## src/rtl/scpad_dram_req_splitter_pkg.sv

```systemverilog
//----------------------------------------------------------------------------
// Module : scpad_pkg
// Brief  : Shared widths, splitter FSM states and command record.
// Rev    : 1.0 initial release
//----------------------------------------------------------------------------
`default_nettype none

package scpad_pkg;
    localparam int DRAM_ADDR_WIDTH    = 32;
    localparam int DRAM_ID_WIDTH      = 4;
    localparam int COL_IDX_WIDTH      = 7;
    localparam int SPLIT_BEAT_BYTES   = 8;
    localparam int SPLIT_MAX_SUB      = 8;
    localparam int SPLIT_SUB_ID_WIDTH = 3;

    typedef enum logic [1:0] {
        IDLE      = 2'd0,
        ISSUE     = 2'd1,
        WAIT_CMPL = 2'd2
    } split_state_t;

    typedef struct packed {
        logic [DRAM_ADDR_WIDTH-1:0] addr;
        logic [DRAM_ID_WIDTH-1:0]   id;
        logic                       write;
        logic [COL_IDX_WIDTH-1:0]   nbytes;
    } split_cmd_t;
endpackage

`default_nettype wire

```

## src/rtl/scpad_dram_req_splitter_if.sv

```systemverilog
//----------------------------------------------------------------------------
// Module : scpad_dram_req_splitter_if
// Brief  : Scheduler command, queue sub-request and completion signals.
// Rev    : 1.0 initial release
//----------------------------------------------------------------------------
`default_nettype none

interface scpad_dram_req_splitter_if;
    import scpad_pkg::*;

    logic                          sched_valid;
    logic                          sched_ready;
    logic                          sched_write;
    logic [DRAM_ADDR_WIDTH-1:0]    sched_addr;
    logic [DRAM_ID_WIDTH-1:0]      sched_id;
    logic [COL_IDX_WIDTH-1:0]      sched_nbytes;
    logic                          be_stall;
    logic                          dram_queue_full;
    logic                          burst_complete;
    logic                          q_valid;
    logic                          q_write;
    logic [DRAM_ADDR_WIDTH-1:0]    q_addr;
    logic [DRAM_ID_WIDTH-1:0]      q_id;
    logic [SPLIT_SUB_ID_WIDTH-1:0] q_sub_id;
    logic [SPLIT_SUB_ID_WIDTH-1:0] q_num_request;
    logic [COL_IDX_WIDTH-1:0]      q_num_bytes;
    logic                          xfer_done;
    logic [DRAM_ID_WIDTH-1:0]      xfer_done_id;

    modport master (
        input  sched_valid, sched_write, sched_addr, sched_id, sched_nbytes,
        input  be_stall, dram_queue_full, burst_complete,
        output sched_ready, q_valid, q_write, q_addr, q_id, q_sub_id,
        output q_num_request, q_num_bytes, xfer_done, xfer_done_id
    );

    modport slave (
        output sched_valid, sched_write, sched_addr, sched_id, sched_nbytes,
        output be_stall, dram_queue_full, burst_complete,
        input  sched_ready, q_valid, q_write, q_addr, q_id, q_sub_id,
        input  q_num_request, q_num_bytes, xfer_done, xfer_done_id
    );
endinterface

`default_nettype wire

```

## src/rtl/scpad_dram_req_splitter_sat_counter.sv

```systemverilog
//----------------------------------------------------------------------------
// Module : scpad_sat_counter
// Brief  : Saturating event counter with synchronous clear.
// Rev    : 1.0 initial release
//----------------------------------------------------------------------------
`default_nettype none

module scpad_sat_counter #(
    parameter int WIDTH = 32
) (
    input  logic             clk,
    input  logic             clr,
    input  logic             inc,
    output logic [WIDTH-1:0] count
);
    always_ff @(posedge clk) begin
        if (clr) begin
            count <= '0;
        end else if (inc && (count != '1)) begin
            count <= count + 1'b1;
        end
    end
endmodule

`default_nettype wire

```

## src/rtl/scpad_dram_req_splitter.sv

```systemverilog
//----------------------------------------------------------------------------
// Module : scpad_dram_req_splitter
// Brief  : Splits scheduler row transfers into beat sub-requests for the DRAM
//          queue. SCPAD_SPLIT_PERF_EN adds full-cycle / sub-request counters.
// Rev    : 1.0 initial release
//----------------------------------------------------------------------------
`default_nettype none

module scpad_dram_req_splitter
    import scpad_pkg::*;
#(
    parameter int BEAT_BYTES = SPLIT_BEAT_BYTES,
    parameter int MAX_SUB    = SPLIT_MAX_SUB
) (
    input  logic                       clk,
    input  logic                       rst,
    scpad_dram_req_splitter_if.master  bus
`ifdef SCPAD_SPLIT_PERF_EN
    ,
    output logic [31:0]                perf_full_cycles,
    output logic [31:0]                perf_sub_reqs
`endif
);
    localparam int                       c_BEAT_SHIFT = $clog2(BEAT_BYTES);
    localparam logic [COL_IDX_WIDTH-1:0] c_BEAT       = COL_IDX_WIDTH'(BEAT_BYTES);
    localparam logic [COL_IDX_WIDTH-1:0] c_BEAT_MASK  = COL_IDX_WIDTH'(BEAT_BYTES - 1);
    localparam logic [COL_IDX_WIDTH-1:0] c_MAX_BYTES  = COL_IDX_WIDTH'(MAX_SUB * BEAT_BYTES);

    split_state_t                  r_state, w_state;
    // addr tracks the current sub-request; nbytes holds the tail sub-request size
    split_cmd_t                    r_cmd, w_cmd;
    logic [SPLIT_SUB_ID_WIDTH-1:0] r_sub_id, w_sub_id;
    logic [SPLIT_SUB_ID_WIDTH-1:0] r_num_req, w_num_req;
    logic [COL_IDX_WIDTH-1:0]      r_num_bytes, w_num_bytes;
    logic                          r_done, w_done;
    logic [DRAM_ID_WIDTH-1:0]      r_done_id, w_done_id;

    logic [COL_IDX_WIDTH-1:0]      w_nb_clamp, w_nsub, w_tail;
    logic [SPLIT_SUB_ID_WIDTH-1:0] w_sub_inc;
    logic                          w_hs;

    assign w_nb_clamp = (bus.sched_nbytes > c_MAX_BYTES) ? c_MAX_BYTES : bus.sched_nbytes;
    assign w_nsub     = (w_nb_clamp + c_BEAT_MASK) >> c_BEAT_SHIFT;
    assign w_tail     = ((w_nb_clamp & c_BEAT_MASK) == '0) ? c_BEAT : (w_nb_clamp & c_BEAT_MASK);
    assign w_sub_inc  = r_sub_id + 1'b1;
    assign w_hs       = (r_state == ISSUE) && !bus.dram_queue_full && !bus.be_stall;

    always_ff @(posedge clk) begin
        if (rst) begin
            r_state     <= IDLE;
            r_cmd       <= '0;
            r_sub_id    <= '0;
            r_num_req   <= '0;
            r_num_bytes <= '0;
            r_done      <= 1'b0;
            r_done_id   <= '0;
        end else begin
            r_state     <= w_state;
            r_cmd       <= w_cmd;
            r_sub_id    <= w_sub_id;
            r_num_req   <= w_num_req;
            r_num_bytes <= w_num_bytes;
            r_done      <= w_done;
            r_done_id   <= w_done_id;
        end
    end

    always_comb begin
        w_state     = r_state;
        w_cmd       = r_cmd;
        w_sub_id    = r_sub_id;
        w_num_req   = r_num_req;
        w_num_bytes = r_num_bytes;
        w_done      = 1'b0;
        w_done_id   = r_done_id;
        if (bus.be_stall) begin
            w_done = r_done;
        end else begin
            case (r_state)
                IDLE: begin
                    if (bus.sched_valid) begin
                        w_cmd.addr  = bus.sched_addr;
                        w_cmd.id    = bus.sched_id;
                        w_cmd.write = bus.sched_write;
                        w_cmd.nbytes = w_tail;
                        w_sub_id    = '0;
                        w_num_req   = SPLIT_SUB_ID_WIDTH'(w_nsub - 7'd1);
                        w_num_bytes = (w_nsub > 7'd1) ? c_BEAT : w_tail;
                        if (w_nsub == '0) begin
                            w_done    = 1'b1;
                            w_done_id = bus.sched_id;
                        end else begin
                            w_state = ISSUE;
                        end
                    end
                end
                ISSUE: begin
                    if (!bus.dram_queue_full) begin
                        if (r_sub_id == r_num_req) begin
                            // completion may coincide with the last handshake
                            if (bus.burst_complete) begin
                                w_state   = IDLE;
                                w_done    = 1'b1;
                                w_done_id = r_cmd.id;
                            end else begin
                                w_state = WAIT_CMPL;
                            end
                        end else begin
                            w_sub_id    = w_sub_inc;
                            w_cmd.addr  = r_cmd.addr + DRAM_ADDR_WIDTH'(BEAT_BYTES);
                            w_num_bytes = (w_sub_inc == r_num_req) ? r_cmd.nbytes : c_BEAT;
                        end
                    end
                end
                WAIT_CMPL: begin
                    if (bus.burst_complete) begin
                        w_state   = IDLE;
                        w_done    = 1'b1;
                        w_done_id = r_cmd.id;
                    end
                end
                default: w_state = IDLE;
            endcase
        end
    end

    assign bus.sched_ready   = (r_state == IDLE);
    assign bus.q_valid       = (r_state == ISSUE);
    assign bus.q_write       = r_cmd.write;
    assign bus.q_addr        = r_cmd.addr;
    assign bus.q_id          = r_cmd.id;
    assign bus.q_sub_id      = r_sub_id;
    assign bus.q_num_request = r_num_req;
    assign bus.q_num_bytes   = r_num_bytes;
    assign bus.xfer_done     = r_done;
    assign bus.xfer_done_id  = r_done_id;

    a_nbytes_legal: assert property (@(posedge clk) disable iff (rst)
        (bus.sched_valid && bus.sched_ready && !bus.be_stall) |-> (bus.sched_nbytes <= c_MAX_BYTES));

`ifdef SCPAD_SPLIT_PERF_EN
    logic w_full_evt;
    assign w_full_evt = (r_state == ISSUE) && bus.dram_queue_full && !bus.be_stall;

    scpad_sat_counter #(.WIDTH(32)) u_full_cnt (
        .clk   (clk),
        .clr   (rst),
        .inc   (w_full_evt),
        .count (perf_full_cycles)
    );

    scpad_sat_counter #(.WIDTH(32)) u_sub_cnt (
        .clk   (clk),
        .clr   (rst),
        .inc   (w_hs),
        .count (perf_sub_reqs)
    );
`endif
endmodule

`default_nettype wire

```

## src/flat_wrapper.sv

```systemverilog
// flat-port wrapper written by rule: the top's interface ports become plain ports
module scpad_dram_req_splitter_flat import scpad_pkg::*;
#(
    parameter int BEAT_BYTES = SPLIT_BEAT_BYTES,
    parameter int MAX_SUB    = SPLIT_MAX_SUB
)
  (clk, rst, bus_sched_valid, bus_sched_write, bus_sched_addr, bus_sched_id, bus_sched_nbytes, bus_be_stall, bus_dram_queue_full, bus_burst_complete, bus_sched_ready, bus_q_valid, bus_q_write, bus_q_addr, bus_q_id, bus_q_sub_id, bus_q_num_request, bus_q_num_bytes, bus_xfer_done, bus_xfer_done_id);
  scpad_dram_req_splitter_if bus_i ();
  input  logic clk;
  input  logic rst;
  input wire logic [$bits(bus_i.sched_valid)-1:0] bus_sched_valid;
  input wire logic [$bits(bus_i.sched_write)-1:0] bus_sched_write;
  input wire logic [$bits(bus_i.sched_addr)-1:0] bus_sched_addr;
  input wire logic [$bits(bus_i.sched_id)-1:0] bus_sched_id;
  input wire logic [$bits(bus_i.sched_nbytes)-1:0] bus_sched_nbytes;
  input wire logic [$bits(bus_i.be_stall)-1:0] bus_be_stall;
  input wire logic [$bits(bus_i.dram_queue_full)-1:0] bus_dram_queue_full;
  input wire logic [$bits(bus_i.burst_complete)-1:0] bus_burst_complete;
  output wire logic [$bits(bus_i.sched_ready)-1:0] bus_sched_ready;
  output wire logic [$bits(bus_i.q_valid)-1:0] bus_q_valid;
  output wire logic [$bits(bus_i.q_write)-1:0] bus_q_write;
  output wire logic [$bits(bus_i.q_addr)-1:0] bus_q_addr;
  output wire logic [$bits(bus_i.q_id)-1:0] bus_q_id;
  output wire logic [$bits(bus_i.q_sub_id)-1:0] bus_q_sub_id;
  output wire logic [$bits(bus_i.q_num_request)-1:0] bus_q_num_request;
  output wire logic [$bits(bus_i.q_num_bytes)-1:0] bus_q_num_bytes;
  output wire logic [$bits(bus_i.xfer_done)-1:0] bus_xfer_done;
  output wire logic [$bits(bus_i.xfer_done_id)-1:0] bus_xfer_done_id;
  assign bus_i.sched_valid = bus_sched_valid;
  assign bus_i.sched_write = bus_sched_write;
  assign bus_i.sched_addr = bus_sched_addr;
  assign bus_i.sched_id = bus_sched_id;
  assign bus_i.sched_nbytes = bus_sched_nbytes;
  assign bus_i.be_stall = bus_be_stall;
  assign bus_i.dram_queue_full = bus_dram_queue_full;
  assign bus_i.burst_complete = bus_burst_complete;
  assign bus_sched_ready = bus_i.sched_ready;
  assign bus_q_valid = bus_i.q_valid;
  assign bus_q_write = bus_i.q_write;
  assign bus_q_addr = bus_i.q_addr;
  assign bus_q_id = bus_i.q_id;
  assign bus_q_sub_id = bus_i.q_sub_id;
  assign bus_q_num_request = bus_i.q_num_request;
  assign bus_q_num_bytes = bus_i.q_num_bytes;
  assign bus_xfer_done = bus_i.xfer_done;
  assign bus_xfer_done_id = bus_i.xfer_done_id;
  scpad_dram_req_splitter #(.BEAT_BYTES(BEAT_BYTES), .MAX_SUB(MAX_SUB)) u_core (.clk(clk), .rst(rst), .bus(bus_i));
endmodule
```

## config.mk

```make
export PLATFORM = sky130hd
export DESIGN_NAME = scpad_dram_req_splitter_flat
export DESIGN_NICKNAME = d
export VERILOG_FILES = /design/src/rtl/scpad_dram_req_splitter_pkg.sv /design/src/rtl/scpad_dram_req_splitter_if.sv /design/src/rtl/scpad_dram_req_splitter_sat_counter.sv /design/src/rtl/scpad_dram_req_splitter.sv /design/src/flat_wrapper.sv
export SDC_FILE = /design/constraint.sdc
export NUM_CORES = 1
export LEC_CHECK = 0
export CAP_MARGIN = 20
export CORE_MARGIN = 2
export CORE_UTILIZATION = 52
export CTS_CLUSTER_SIZE = 24
export DETAILED_ROUTE_END_ITERATION = 8
export PLACE_DENSITY_LB_ADDON = 0.05
export SLEW_MARGIN = 0
export SYNTH_ARGS = -nofsm -noshare
export SYNTH_HDL_FRONTEND = slang
export SYNTH_SLANG_ARGS = --single-unit
```

## constraint.sdc

```tcl
create_clock -name clk -period 6.55 [get_ports clk]
set_clock_uncertainty 0.2 [all_clocks]
set_input_delay 1.31 -clock clk [delete_from_list [all_inputs] [get_ports clk]]
set_output_delay 1.31 -clock clk [all_outputs]
set_load 0.02 [all_outputs]
```

==> flow_metrics.tcl, run 1 <==
set metrics [dict create \
    cts_max_level 3 \
    io_pins 107 \
    cts_setup_buffers 0 \
    synthArstFlopShare_pct 0 \
    p_leak_uw 0.00162 \
    drt-pass1-iter-count 5 \
    drt_iter0_drc 278 \
    tns_ns 0 \
    grt_max_degree 66 \
    hpwlAfterDp_um 7410 \
    ys_ff_latch 58 \
    cp.arrival_ns 4.24 \
    coreArea_um2 6910 \
    cts_sinks 58 \
    place_inst 635 \
    vias 3903 \
    finalHoldViolations 0 \
    synth_warnings 0 \
    critPathLaunchType "primary input" \
    cts_tree "done" \
    rows 30 \
    worstPathMaxFanout 26 \
    root_buffer "clkbuf_8" \
    synthCells 500 \
    synth-edff-count 0 \
    slew_headroom_pct 30.6 \
    gp_congestion 0.874 \
    power_uw 1030 \
    avgViaCountPerCell 6.00 \
    antenna_found_initial 0 \
    fmax_ghz 0.240 \
    ys_seq_area_share_pct 30.9 \
    clk_pin_slew_ns 0.07 \
    setup_slack_ns 2.38 \
    clkPwrFrac_pct 37.3 \
    ant_nets 0 \
    wl_um 10800 \
    cts_buffer_depth 2 \
    layout.cells.non_filler 651 \
    pwr-share-comb_pct 24.3 \
    drc 0 \
    power_per_cell_area_nw_per_um2 216 \
    synth_top_area_share_pct 30.9 \
    syn-mean-instance-area_um2 7.51 \
    grt_pass1_vias 3567 \
    seqPwrFrac_pct 38.4 \
    report.final.slew_viol_count 0 \
    switchingPower_uw 313 \
    portBuffers 103 \
    die_x_um 89.0 \
    netlist_top_cells_area "dfxtp_1, buf_4, nand2_1" \
    grt_pass1_wl_um 17000 \
    rsz0062_at_grt "false" \
    end_kind "flop" \
    peakVddDrop_uv 137 \
    diodes 0 \
    gr-total-overflow 0 \
    wire_per_inst_um 16.6 \
    drv_cap 0 \
    synth_top_area_cell "dfxtp_1" \
    worst_pin_slew_ns 1.03 \
    setup_viol 0 \
    start_util_pct 54.4 \
    utilization_pct 68.9 \
    clock_latency_ns 0.35 \
    period_needed_ns 4.17 \
    ctsHoldBuffers 0 \
    ctsResizeCount 0 \
    gr-usage-all-layers_pct 27.4 \
    fp.dieH_um 89.0 \
    critical_path_required_ns 6.62 \
    layout-drive-gt1-share_pct 5.95 \
    synth_area_um2 3760 \
    worstSetupPathType "primary input to flop" \
    status "complete, no violations" \
    p_int_uw 718 \
    cts_made_buffers 9 \
    syn_to_final_growth_pct 26.8 \
    synth_cell_type_count 61 \
    die_area_um2 7920 \
    ys.flop_type "dfxtp_1" \
    hold_path_class "flop to flop" \
    place_ws_ns 2.04 \
    period_share_pct 63.6 \
    switching_share_pct 30.4 \
    final_nets 607 \
]
==> layer usage <==
layer  global-route usage [%]  part of all wire, %  up-vias
li1                         -                    -     1887
met1                     34.1                   43     1835
met2                     47.2                   49      161
met3                     4.43                  5.9       20
met4                     11.4                  1.9        0
met5                        0                    0        -
==> cell usage in the layout, fill, tap and decap left out, types with 4 or more instances in the layout <==
master	instances
a211oi_1	13
a21oi_1	50
a221oi_1	4
a311oi_1	5
a31oi_1	5
and3_1	6
buf_4	5
clkbuf_8	11
clkdlybuf4s50_1	102
dfxtp_1	58
ha_1	7
inv_1	15
mux2_2	5
mux2i_1	5
nand2_1	71
nand2b_1	5
nand3_1	17
nand4_1	11
nor2_1	30
nor3_1	14
nor4_1	13
o21ai_0	24
o31ai_1	5
o32ai_1	4
xor2_1	5
==> synthesized netlist by cell type (3+ instances only) <==
master	number
nand4_1	11
o21a_1	3
and2_1	3
a31oi_1	5
nand3_1	17
nor2b_1	3
nand3b_1	3
dfxtp_1	58
o21ai_0	24
xor2_1	5
and3_1	6
mux2i_1	5
nand2b_1	5
or3_1	3
clkbuf_1	25
nor2_1	31
ha_1	7
mux2_2	5
buf_4	39
a221oi_1	4
and4_1	3
o32ai_1	4
a21oi_1	50
nor3_1	14
a211oi_1	13
buf_2	5
o31ai_1	5
nand2_1	71
inv_1	15
a311oi_1	5
nor4_1	13
==> kinds of logic after synthesis <==
group | count (synthesis) | share of synthesized area, %
adder cells (fa/ha/maj) | 7 | 2.33
AO/OA/AOI/OAI | 139 | 24.5
other | 1 | 0.0998
XOR/XNOR | 7 | 1.63
multiplexers | 10 | 2.83
buffers and inverters | 86 | 12.7
flip-flops | 58 | 30.9
AND/OR/NAND/NOR | 192 | 25.1
==> power groups by stage <==
stage               combinational, uW  clock (uW)  sequential [uW]
floorplan                         159           0              404
global placement                  243           0              403
detailed placement                247           0              403
CTS                               250         389              396
global route                      270         403              399
finish                            250         385              396
==> flip-flops by register name (all words and copies together) (netlist names), 2 cells and up <==
register,cells
u_core.bus.q_num_bytes,4
u_core.r_state,2
u_core.bus.q_id,4
u_core.bus.xfer_done_id,4
u_core.bus.q_sub_id,3
u_core.r_cmd,4
u_core.bus.q_addr,32
u_core.bus.q_num_request,3
==> path summary, 6_finish.rpt <==
kind	startpoint	to	slack [ns]	cells past startpoint
max	bus_sched_valid	u_core.bus.q_addr[26]	2.38	6
min	u_core.bus.q_write	u_core.bus.q_write	0.27	2
max reg2reg	u_core.r_state[1]	u_core.bus.q_addr[26]	3.07	8
min reg2reg	u_core.bus.q_write	u_core.bus.q_write	0.27	2
==> worst max-delay path, stage by stage <==
cell             delay [ns]
clkdlybuf4s50_1        0.69
nor2b_2                0.13
a2111oi_4              0.57
nand2b_1               0.68
or4_1                  0.69
a31oi_1                0.16
==> per-stage QoR <==
stage	area [um2]	hold WS, ns
6_report	4760	0.267
5_1_grt	4760	0.284
4_1_cts	4760	0.267
3_5_place_dp	4530	0.252
3_3_place_gp	4530	0.244
2_1_floorplan	3760	0.232
==> final cells by class <==
type	count	area [um2]
multi-input cells	358	2130
clock inverters	4	73.8
flip-flops and latches	58	1160
inverters	15	56.3
fillers	612	2140
clock buffers	12	155
repair buffers	108	1060
well taps	96	120
Note: power is estimated with default switching activity, not from simulation.
==> run 2, diff against run 1 <==
Settings changed: CORE_UTILIZATION 52 to 48.
Clock period 6.55 ns to 3.89 ns, I/O delays scaled along.
==> run 2 against run 1 <==
  * Flip-flop and latch count is the same
  * Final area grew 0.50%
  * Routed wire length grew 2.8%
  * Critical path type is now flop to output port
  * Highest routed layer unchanged
==> flow_metrics.tcl, run 2 (synthesis gave the netlist of run 1 again) <==
set metrics [dict create \
    gr-usage-all-layers_pct 26.2 \
    layout-drive-gt1-share_pct 7.28 \
    fp.dieH_um 92.5 \
    cts_buffer_depth 2 \
    grt_pass1_vias 3718 \
    cp.arrival_ns 2.11 \
    die_area_um2 8550 \
    path_buf_inv 2 \
    clk_pin_slew_ns 0.08 \
    hold_path_class "flop to flop" \
    antenna_found_initial 0 \
    fmax_ghz 0.323 \
    p_leak_uw 0.00164 \
    gp_congestion 0.969 \
    seqPwrFrac_pct 40.3 \
    die_x_um 92.5 \
    ant_nets 0 \
    layout_commonest_cell "clkdlybuf4s50_1" \
    report.final.slew_viol_count 0 \
    cts_max_level 3 \
    critPathLaunchType "flop" \
    vias 3950 \
    setup_viol 0 \
    status "complete, no violations" \
    grt_max_degree 45 \
    p_int_uw 1110 \
    portBuffers 103 \
    power_uw 1660 \
    crit_slowest_cell "clkdlybuf4s50_1" \
    crit_path_cell_trace "inv_1 > ha_1 > clkdlybuf4s50_1" \
    avgViaCountPerCell 5.94 \
    coreArea_um2 7650 \
    syn_to_final_growth_pct 27.4 \
    grt_pass1_wl_um 18000 \
    ctsResizeCount 0 \
    critPathTopFamily "buffers and inverters" \
    hpwlAfterDp_um 7930 \
    wl_um 11100 \
    cts_made_buffers 9 \
    power_per_cell_area_nw_per_um2 346 \
    start_util_pct 49.1 \
    final_cell_mix "clkdlybuf4s50_1, nand2_1, dfxtp_1, a21oi_1, nor2_1" \
    end_kind "output port" \
    drc 0 \
    critical_path_required_ns 2.91 \
    cts_sinks 58 \
    tns_ns 0 \
    period_needed_ns 3.09 \
    clkPwrFrac_pct 33.6 \
    period_share_pct 79.5 \
    root_buffer "clkbuf_8" \
    switchingPower_uw 542 \
    worstSetupPathType "flop to output port" \
    wire_per_inst_um 16.7 \
    drt_iter0_drc 210 \
    slew_headroom_pct 38.9 \
    worstPathMaxFanout 18 \
    rows 32 \
    cpPeakStageDelay_ns 0.73 \
    utilization_pct 62.6 \
    clock_latency_ns 0.35 \
    drv_cap 0 \
    pwr-share-comb_pct 26.1 \
    diodes 0 \
    largest_reg_flops 32 \
    final_nets 615 \
    cts_tree "done" \
    peakVddDrop_uv 254 \
    drt-pass1-iter-count 5 \
    rsz0062_at_grt "false" \
    gr-total-overflow 0 \
    worst_pin_slew_ns 0.910 \
    switching_share_pct 32.7 \
    cts_setup_buffers 0 \
    finalHoldViolations 0 \
    io_pins 107 \
    ctsHoldBuffers 0 \
]
==> run 2: changes by cell type in the layout (fill, tap and decap cells not counted), sizes merged <==
cell / before / now
buf: 6 / 14
clkinvlp: 0 / 1
bufinv: 2 / 1
clkbuf: 12 / 10
clkinv: 2 / 4
==> run 2: power groups by stage <==
| stage | logic [uW] | clock network (uW) | registers, uW |
|---|---|---|---|
| finish | 432 | 556 | 668 |
| global route | 469 | 587 | 673 |
| CTS | 432 | 564 | 667 |
| detailed placement | 430 | 0 | 680 |
| global placement | 426 | 0 | 680 |
| floorplan | 267 | 0 | 681 |
==> run 2: worst register-to-register path, cell delays in order, from the launching register on <==
cell and delay, ns:
dfxtp_1 0.35, inv_1 0.09, ha_1 0.59, nor2_1 0.18, a2111oi_4 0.30, buf_4 0.20, nand2b_1 0.27, buf_4 0.28
or3_1 0.31, a21oi_1 0.14
==> run 2: worst paths after layout <==
| check | to | slack (ns) | cells past startpoint | from |
|---|---|---|---|---|
| setup / recovery | bus_q_valid | 0.80 | 3 | u_core.r_state[1] |
| hold / removal | u_core.r_cmd[1] | 0.27 | 2 | u_core.r_cmd[1] |
| setup reg to reg | u_core.bus.q_sub_id[0] | 0.92 | 9 | u_core.r_state[1] |
| hold reg to reg | u_core.r_cmd[1] | 0.27 | 2 | u_core.r_cmd[1] |
==> run 2: routing by layer <==
layer / vias up / part of all wire [%] / global-route usage, %
met4: 0 / 2.7 / 12.6
met1: 1857 / 43 / 32.7
met3: 24 / 7.6 / 6.35
li1: 1903 / - / -
met5: - / 0 / 0
met2: 166 / 47 / 42.3
==> run 2: layout make-up <==
class,count,area (um2)
repair buffers,116,1120
multi-input cells,358,2130
inverters,15,56.3
flip-flops and latches,58,1160
clock buffers,10,128
clock inverters,6,57.6
fillers,700,2860
well taps,102,128
==> run 2: through the flow <==
stage,std cells,setup WS (ns),cell area [um2],hold WS (ns)
after floorplan,502,1.07,3760,0.232
after global placement,649,0.653,4600,0.238
after detailed placement,649,0.530,4600,0.249
after CTS,665,0.799,4790,0.265
after global routing,665,0.683,4790,0.285
final,665,0.798,4790,0.266
